[config.mk]
export PLATFORM = sky130hd
export DESIGN_NAME = mem_reg_read_stage
export DESIGN_NICKNAME = d
export VERILOG_FILES = /design/src/rtl/falco_pkg.sv /design/src/rtl/mem_rr_opnd_sel.sv /design/src/rtl/mem_reg_read_stage.sv
export SDC_FILE = /design/constraint.sdc
export NUM_CORES = 1
export LEC_CHECK = 0
export ABC_AREA = 1
export BUFFER_PORTS_ARGS = -buffer_cell sky130_fd_sc_hd__buf_4
export CAP_MARGIN = 20
export CELL_PAD_IN_SITES_DETAIL_PLACEMENT = 1
export CELL_PAD_IN_SITES_GLOBAL_PLACEMENT = 1
export CORE_ASPECT_RATIO = 1.1
export CORE_MARGIN = 4
export CORE_UTILIZATION = 43
export DETAILED_ROUTE_END_ITERATION = 6
export PLACE_DENSITY = 0.91
export SYNTH_ARGS = -nofsm -noshare
export SYNTH_HDL_FRONTEND = slang
export SYNTH_SLANG_ARGS = --single-unit
[constraint.sdc]
create_clock -name clk -period 23.2 [get_ports clk]
set_input_delay 4.64 -clock clk [delete_from_list [all_inputs] [get_ports clk]]
set_output_delay 4.64 -clock clk [all_outputs]
set_load 0.02 [all_outputs]
[src/rtl/falco_pkg.sv]
// Shared types for the memory register-read stage: dispatch/output packs,
// buffer state encoding and the load-cancel match helper.
package falco_pkg;

  localparam int XLEN       = 32;
  localparam int PRF_ADDR_W = 6;
  localparam int ROB_TAG_W  = 5;
  localparam int NUM_BYP    = 2;

  typedef enum logic [2:0] {
    MEM_LB, MEM_LH, MEM_LW, MEM_LBU, MEM_LHU, MEM_SB, MEM_SH, MEM_SW
  } mem_op_e;

  typedef struct packed {
    logic [XLEN-1:0]       pc;
    logic [PRF_ADDR_W-1:0] rs1;
    logic [PRF_ADDR_W-1:0] rs2;
    logic                  rs2_used;
    logic [XLEN-1:0]       imm;
    logic [ROB_TAG_W-1:0]  rob_tag;
    mem_op_e               mem_op;
  } mem_dispatch_pack_t;

  typedef struct packed {
    mem_dispatch_pack_t disp;
    logic [XLEN-1:0]    rs1_data;
    logic [XLEN-1:0]    rs2_data;
  } mem_rr_pack_t;

  typedef enum logic [1:0] {
    RR_EMPTY = 2'd0,
    RR_ONE   = 2'd1,
    RR_TWO   = 2'd2
  } mem_rr_state_e;

  // Physical register 0 is hardwired, so it can never be a cancelled load target.
  function automatic logic cancel_hit(mem_dispatch_pack_t p, logic [PRF_ADDR_W-1:0] preg);
    return (preg != '0) && ((p.rs1 == preg) || (p.rs2_used && (p.rs2 == preg)));
  endfunction

endpackage

[src/rtl/mem_rr_opnd_sel.sv]
// Operand source mux: preg 0 reads zero, else the lowest-index matching bypass
// port, else the register-file read data.
module mem_rr_opnd_sel import falco_pkg::*; (
  input  logic [PRF_ADDR_W-1:0]         preg,
  input  logic [XLEN-1:0]               prf_data,
  input  logic [NUM_BYP-1:0]            byp_valid,
  input  logic [NUM_BYP*PRF_ADDR_W-1:0] byp_preg,
  input  logic [NUM_BYP*XLEN-1:0]       byp_data,
  output logic [XLEN-1:0]               data
);

  always_comb begin
    data = prf_data;
    // Walk from the highest index down so port 0 is applied last and wins.
    for (int i = NUM_BYP - 1; i >= 0; i--) begin
      if (byp_valid[i] && (byp_preg[i*PRF_ADDR_W +: PRF_ADDR_W] == preg))
        data = byp_data[i*XLEN +: XLEN];
    end
    if (preg == '0) data = '0;
  end

endmodule

[src/rtl/mem_reg_read_stage.sv]
// Memory register-read stage: operand read/bypass into a 2-entry skid buffer,
// load-cancel drop with replay report. MEM_RR_PERF_CNT_EN adds perf_cnt.
module mem_reg_read_stage import falco_pkg::*; (
  input  logic                          clk,
  input  logic                          rst,
  input  logic                          iq_instr_valid,
  input  mem_dispatch_pack_t            iq_instr_pack,
  output logic                          rr_ready,
  output logic [PRF_ADDR_W-1:0]         prf_raddr1,
  output logic [PRF_ADDR_W-1:0]         prf_raddr2,
  input  logic [XLEN-1:0]               prf_rdata1,
  input  logic [XLEN-1:0]               prf_rdata2,
  input  logic [NUM_BYP-1:0]            byp_valid,
  input  logic [NUM_BYP*PRF_ADDR_W-1:0] byp_preg,
  input  logic [NUM_BYP*XLEN-1:0]       byp_data,
  input  logic                          ld_spec_cancel,
  input  logic [PRF_ADDR_W-1:0]         ld_spec_preg,
  input  logic                          flush,
  input  logic                          exe_ready,
  output logic                          exe_valid,
  output mem_rr_pack_t                  exe_pack,
  output logic                          replay_valid,
  output logic [ROB_TAG_W-1:0]          replay_rob_tag,
  output mem_rr_state_e                 rr_state
`ifdef MEM_RR_PERF_CNT_EN
  ,
  output logic [95:0]                   perf_cnt
`endif
);

  // Handshakes: a transfer happens on a cycle where valid && ready are both high
  // at the rising edge; valid never depends on ready of the same interface.
  mem_rr_state_e state_q, state_d;
  mem_rr_pack_t  head_q, head_d, skid_q, skid_d, in_pack;
  logic [XLEN-1:0] rs1_sel, rs2_sel;
  logic head_valid, skid_valid, head_hit, skid_hit, in_hit;
  logic acc, deq, h_keep, s_keep, i_keep;
  logic replay_q, pend_q, first_v, second_v;
  logic [ROB_TAG_W-1:0] replay_tag_q, pend_tag_q, first_tag, second_tag;
  logic [3:0] drop_v;
  logic [ROB_TAG_W-1:0] drop_tag [4];

  mem_rr_opnd_sel u_sel_rs1 (
    .preg(iq_instr_pack.rs1), .prf_data(prf_rdata1), .byp_valid(byp_valid),
    .byp_preg(byp_preg), .byp_data(byp_data), .data(rs1_sel)
  );
  mem_rr_opnd_sel u_sel_rs2 (
    .preg(iq_instr_pack.rs2), .prf_data(prf_rdata2), .byp_valid(byp_valid),
    .byp_preg(byp_preg), .byp_data(byp_data), .data(rs2_sel)
  );

  assign in_pack.disp     = iq_instr_pack;
  assign in_pack.rs1_data = rs1_sel;
  assign in_pack.rs2_data = iq_instr_pack.rs2_used ? rs2_sel : '0;

  assign head_valid = (state_q != RR_EMPTY);
  assign skid_valid = (state_q == RR_TWO);
  assign head_hit   = ld_spec_cancel && head_valid && cancel_hit(head_q.disp, ld_spec_preg);
  assign skid_hit   = ld_spec_cancel && skid_valid && cancel_hit(skid_q.disp, ld_spec_preg);
  assign in_hit     = ld_spec_cancel && cancel_hit(iq_instr_pack, ld_spec_preg);
  assign acc        = iq_instr_valid && rr_ready;
  assign deq        = exe_valid && exe_ready;

  always_ff @(posedge clk) begin
    if (rst) state_q <= RR_EMPTY;
    else     state_q <= state_d;
  end

  // Survivors are compacted in age order: head, then skid, then the new entry.
  always_comb begin
    h_keep  = head_valid && !head_hit && !deq;
    s_keep  = skid_valid && !skid_hit;
    i_keep  = acc && !in_hit;
    head_d  = head_q;
    skid_d  = skid_q;
    state_d = RR_EMPTY;
    if (h_keep) begin
      if (s_keep) begin
        state_d = RR_TWO;
      end else if (i_keep) begin
        skid_d  = in_pack;
        state_d = RR_TWO;
      end else begin
        state_d = RR_ONE;
      end
    end else if (s_keep) begin
      head_d = skid_q;
      if (i_keep) begin
        skid_d  = in_pack;
        state_d = RR_TWO;
      end else begin
        state_d = RR_ONE;
      end
    end else if (i_keep) begin
      head_d  = in_pack;
      state_d = RR_ONE;
    end
    if (flush) state_d = RR_EMPTY;
  end

  always_comb begin
    rr_ready   = (state_q != RR_TWO);
    exe_valid  = head_valid && !head_hit;
    exe_pack   = head_q;
    rr_state   = state_q;
    prf_raddr1 = iq_instr_pack.rs1;
    prf_raddr2 = iq_instr_pack.rs2;
  end

  always_ff @(posedge clk) begin
    head_q <= head_d;
    skid_q <= skid_d;
  end

  // Pending report is oldest; a third simultaneous drop behind a full pending slot is not reported.
  assign drop_v      = {acc && in_hit, skid_hit, head_hit, pend_q};
  assign drop_tag[0] = pend_tag_q;
  assign drop_tag[1] = head_q.disp.rob_tag;
  assign drop_tag[2] = skid_q.disp.rob_tag;
  assign drop_tag[3] = iq_instr_pack.rob_tag;

  always_comb begin
    first_v    = 1'b0;
    first_tag  = '0;
    second_v   = 1'b0;
    second_tag = '0;
    for (int i = 0; i < 4; i++) begin
      if (drop_v[i]) begin
        if (!first_v) begin
          first_v   = 1'b1;
          first_tag = drop_tag[i];
        end else if (!second_v) begin
          second_v   = 1'b1;
          second_tag = drop_tag[i];
        end
      end
    end
  end

  always_ff @(posedge clk) begin
    if (rst || flush) begin
      replay_q <= 1'b0;
      pend_q   <= 1'b0;
    end else begin
      replay_q <= first_v;
      pend_q   <= second_v;
    end
    replay_tag_q <= first_tag;
    pend_tag_q   <= second_tag;
  end

  assign replay_valid   = replay_q;
  assign replay_rob_tag = replay_tag_q;

`ifdef MEM_RR_PERF_CNT_EN
  logic [31:0] stall_cycles, full_cycles, replay_cnt;

  always_ff @(posedge clk) begin
    if (rst) begin
      stall_cycles <= '0;
      full_cycles  <= '0;
      replay_cnt   <= '0;
    end else begin
      if (exe_valid && !exe_ready && (stall_cycles != '1)) stall_cycles <= stall_cycles + 32'd1;
      if ((state_q == RR_TWO) && (full_cycles != '1))       full_cycles  <= full_cycles + 32'd1;
      if (replay_q && (replay_cnt != '1))                   replay_cnt   <= replay_cnt + 32'd1;
    end
  end

  assign perf_cnt = {replay_cnt, full_cycles, stall_cycles};
`endif

endmodule

==> impl_metrics.env <==
export IMPL_path_common_cell="nand2_1"
export IMPL_cts_buffers=35
export IMPL_die_area_um2=37500
export IMPL_comb_power_share_pct=12.3
export IMPL_dieWidth_um=185
export IMPL_fin_area_um2=19200
export IMPL_gr_total_overflow=0
export IMPL_ys_types=30
export IMPL_final_common_cell="nand2_1"
export IMPL_p_sw_mw=0.355
export IMPL_grt_pass1_vias=14000
export IMPL_rsz0062_at_grt="false"
export IMPL_drv_cap=0
export IMPL_cp_top_family="buffers and inverters"
export IMPL_wirelength_um=54200
export IMPL_synth_nets=1825
export IMPL_ctsHoldBuffers=0
export IMPL_rows=71
export IMPL_start_util_pct=43.4
export IMPL_cts_tree="done"
export IMPL_p_int_mw=1.08
export IMPL_dp_hpwl_um=36700
export IMPL_grt_usage_pct=27.9
export IMPL_via_count=12900
export IMPL_postCtsSetupRepairBufs=0
export IMPL_crit_type="input port to output port"
export IMPL_cts_sinks=312
export IMPL_path_cells="buf_4 -> inv_1 -> nand2_1 -> nand2_1 -> inv_1 -> nand2_1 -> nor2_1 -> nand2_1 -> nand2_1 -> a21oi_1 -> buf_4"
export IMPL_nets=2193
export IMPL_setup_tns_ns=0
export IMPL_fin_crit_ns=10.43
export IMPL_top_level_ports=410
export IMPL_synth_top_cell_area_share_pct=60.4
export IMPL_syn_area_um2=14800
export IMPL_cp_start_kind="input port"
export IMPL_postSynthCellCount=1583
export IMPL_cp_end_kind="output port"
export IMPL_vdd_drop_max_mv=0.0437
export IMPL_drt_pass1_iterations=5
export IMPL_yosys_area_top_type="edfxtp_1"
export IMPL_switching_share_pct=24.7
export IMPL_finalSetupViolCount=0
export IMPL_remaining_drc_errors=0
export IMPL_wl_per_cell_um=22.4
export IMPL_area_growth_pct=29.8
export IMPL_skew_ns=0.0241
export IMPL_cts_clk_slew_worst_paths_ns=0.06
export IMPL_h_tree_depth=2
export IMPL_clkPwrFrac_pct=41.8
export IMPL_drtIter0Drc=803
export IMPL_ant_nets=0
export IMPL_viasPerCell=5.34
export IMPL_power_density_nw_per_um2=74.6
export IMPL_port_buffers=409
export IMPL_cp_max_fo=8
export IMPL_p_leak_nw=8.92
export IMPL_clk_path_buf_depth=3
export IMPL_crit_arrival_ns=5.79
export IMPL_slowest_stage="a21oi_1"
export IMPL_ys_warn_count=0
export IMPL_fin_crit_sh_pct=45.0
export IMPL_timing_fmax_mhz=95.9
export IMPL_synth_seq_cells=312
export IMPL_min_path_type="flip-flop to flip-flop"
export IMPL_worst_pin_slew_ns=1.06
export IMPL_grt_pass1_wl_um=80600
export IMPL_die_y_um=203
export IMPL_antenna_found_initial=4
export IMPL_place_area_um2=18000
export IMPL_clockRootBuffer="clkbuf_16"
export IMPL_most_common_layout_cells="nand2_1 (578), buf_4 (423), edfxtp_1 (298), nand3_1 (178), inv_1 (153)"
export IMPL_p_seq_share_pct=45.9
export IMPL_grt_max_degree=113
export IMPL_syn_avg_cell_area_um2=9.36
export IMPL_seq_area_frac_synth_pct=62.3
export IMPL_ctsResizeCount=0
export IMPL_max_slew_margin_pct=29.4
export IMPL_core_area_um2=34100
export IMPL_crit_buf_inv=4
export IMPL_drv_slew=0
export IMPL_r2r_setup_slack_ns=19.08
export IMPL_gp_congestion=0.882
export IMPL_clk_latency_ns=0.53
export IMPL_status="complete, no violations"
export IMPL_hold_viol_final=0
export IMPL_cp_data_required_time_ns=18.56
export IMPL_layout_drive_gt1_share_pct=24.9
export IMPL_critPathMaxStageDelay_ns=0.23
export IMPL_synthTopCellsByArea="edfxtp_1 (60%), nand2_1 (15%), nand3_1 (6.0%), inv_1 (3.9%), nor2_1 (2.6%)"
-- worst reg2reg max path: cells and delay by family, from the launching register on --
| kind | cells | cell delay, ns |
|---|---|---|
| flops | 1 | 0.37 |
| buf+inv | 5 | 1.73 |
| simple gates | 9 | 1.13 |
| fa+ha+maj | 1 | 0.48 |
-- power by group through the flow --
stage	Clock, mW	Combinational (mW)	Sequential [mW]
2_1_floorplan	0	0.0589	0.692
3_3_place_gp	0	0.169	0.669
3_5_place_dp	0	0.175	0.670
4_1_cts	0.610	0.178	0.659
5_1_grt	0.632	0.191	0.660
6_report	0.600	0.177	0.659
-- worst paths after layout --
path / startpoint / endpoint / depth (start not counted)
hold reg to reg: skid_q[75] / exe_pack[75] / 2
setup reg to reg: skid_q[108] / exe_pack[43] / 15
hold / removal: skid_q[75] / exe_pack[75] / 2
setup / recovery: ld_spec_preg[3] / exe_valid / 11
-- final cells by class --
| cell class | instances | area [um^2] |
|---|---|---|
| antenna | 2 | 5.00 |
| clock buffer | 43 | 927 |
| clock inverter | 20 | 297 |
| fill | 3950 | 14900 |
| inverter | 160 | 611 |
| multi-input combinational | 1019 | 4440 |
| sequential | 312 | 9230 |
| tap | 438 | 548 |
| timing repair buffer | 423 | 3180 |
-- routing by layer --
layer / global-route usage [%] / share of wire [%] / up-vias
li1: - / - / 5910
met1: 31.4 / 35 / 6226
met2: 49.0 / 50 / 640
met3: 8.46 / 9.7 / 133
met4: 11.9 / 4.5 / 4
met5: 0 / 0.063 / -
-- cell families after synthesis --
family,Yosys count,share of synthesized area [%]
buffers and inverters,252,8.00
and+or+nand+nor,879,24.3
adders and majority gates,3,0.253
DFF,312,62.3
AOI/OAI and AO/OA,120,4.21
xor gates and xnor gates,17,1.00
-- per-stage QoR --
stage	total power, mW	util (%)	hold WS (ns)	cells	setup slack, ns
global placement	0.838	52.8	0.492	2352	12.80
floorplan	0.751	-	0.487	1583	10.68
finish	1.44	56.4	0.503	2417	12.77
detailed placement	0.845	52.8	0.500	2352	12.78
global route	1.48	56.4	0.538	2417	12.65
CTS	1.45	56.4	0.513	2415	12.77
-- synthesized netlist by cell type --
cell type	instances
or2_2	1
nand4_1	9
nand3_2	1
xnor2_1	3
dfxtp_1	14
nand2_1	579
edfxtp_1	298
buf_2	20
nand2_4	2
buf_1	2
clkbuf_1	30
o22ai_1	4
inv_2	6
o21ai_1	35
ha_1	3
a21oi_1	14
nor4_4	1
o2111ai_1	1
nand3_1	178
a211oi_2	1
buf_4	23
nor2_1	103
o211ai_1	2
o21ai_0	62
buf_6	17
nor3_1	4
xor2_1	14
and2_1	1
o31ai_1	1
inv_1	154
-- sequential cells by signal (all words and copies together), names as in the netlist --
name,flops
pend_q,1
exe_pack,149
replay_rob_tag,5
replay_valid,1
drop_tag,5
pend_tag_q,5
rr_state,2
skid_q,144
Note: power is estimated with default switching activity, not from simulation.
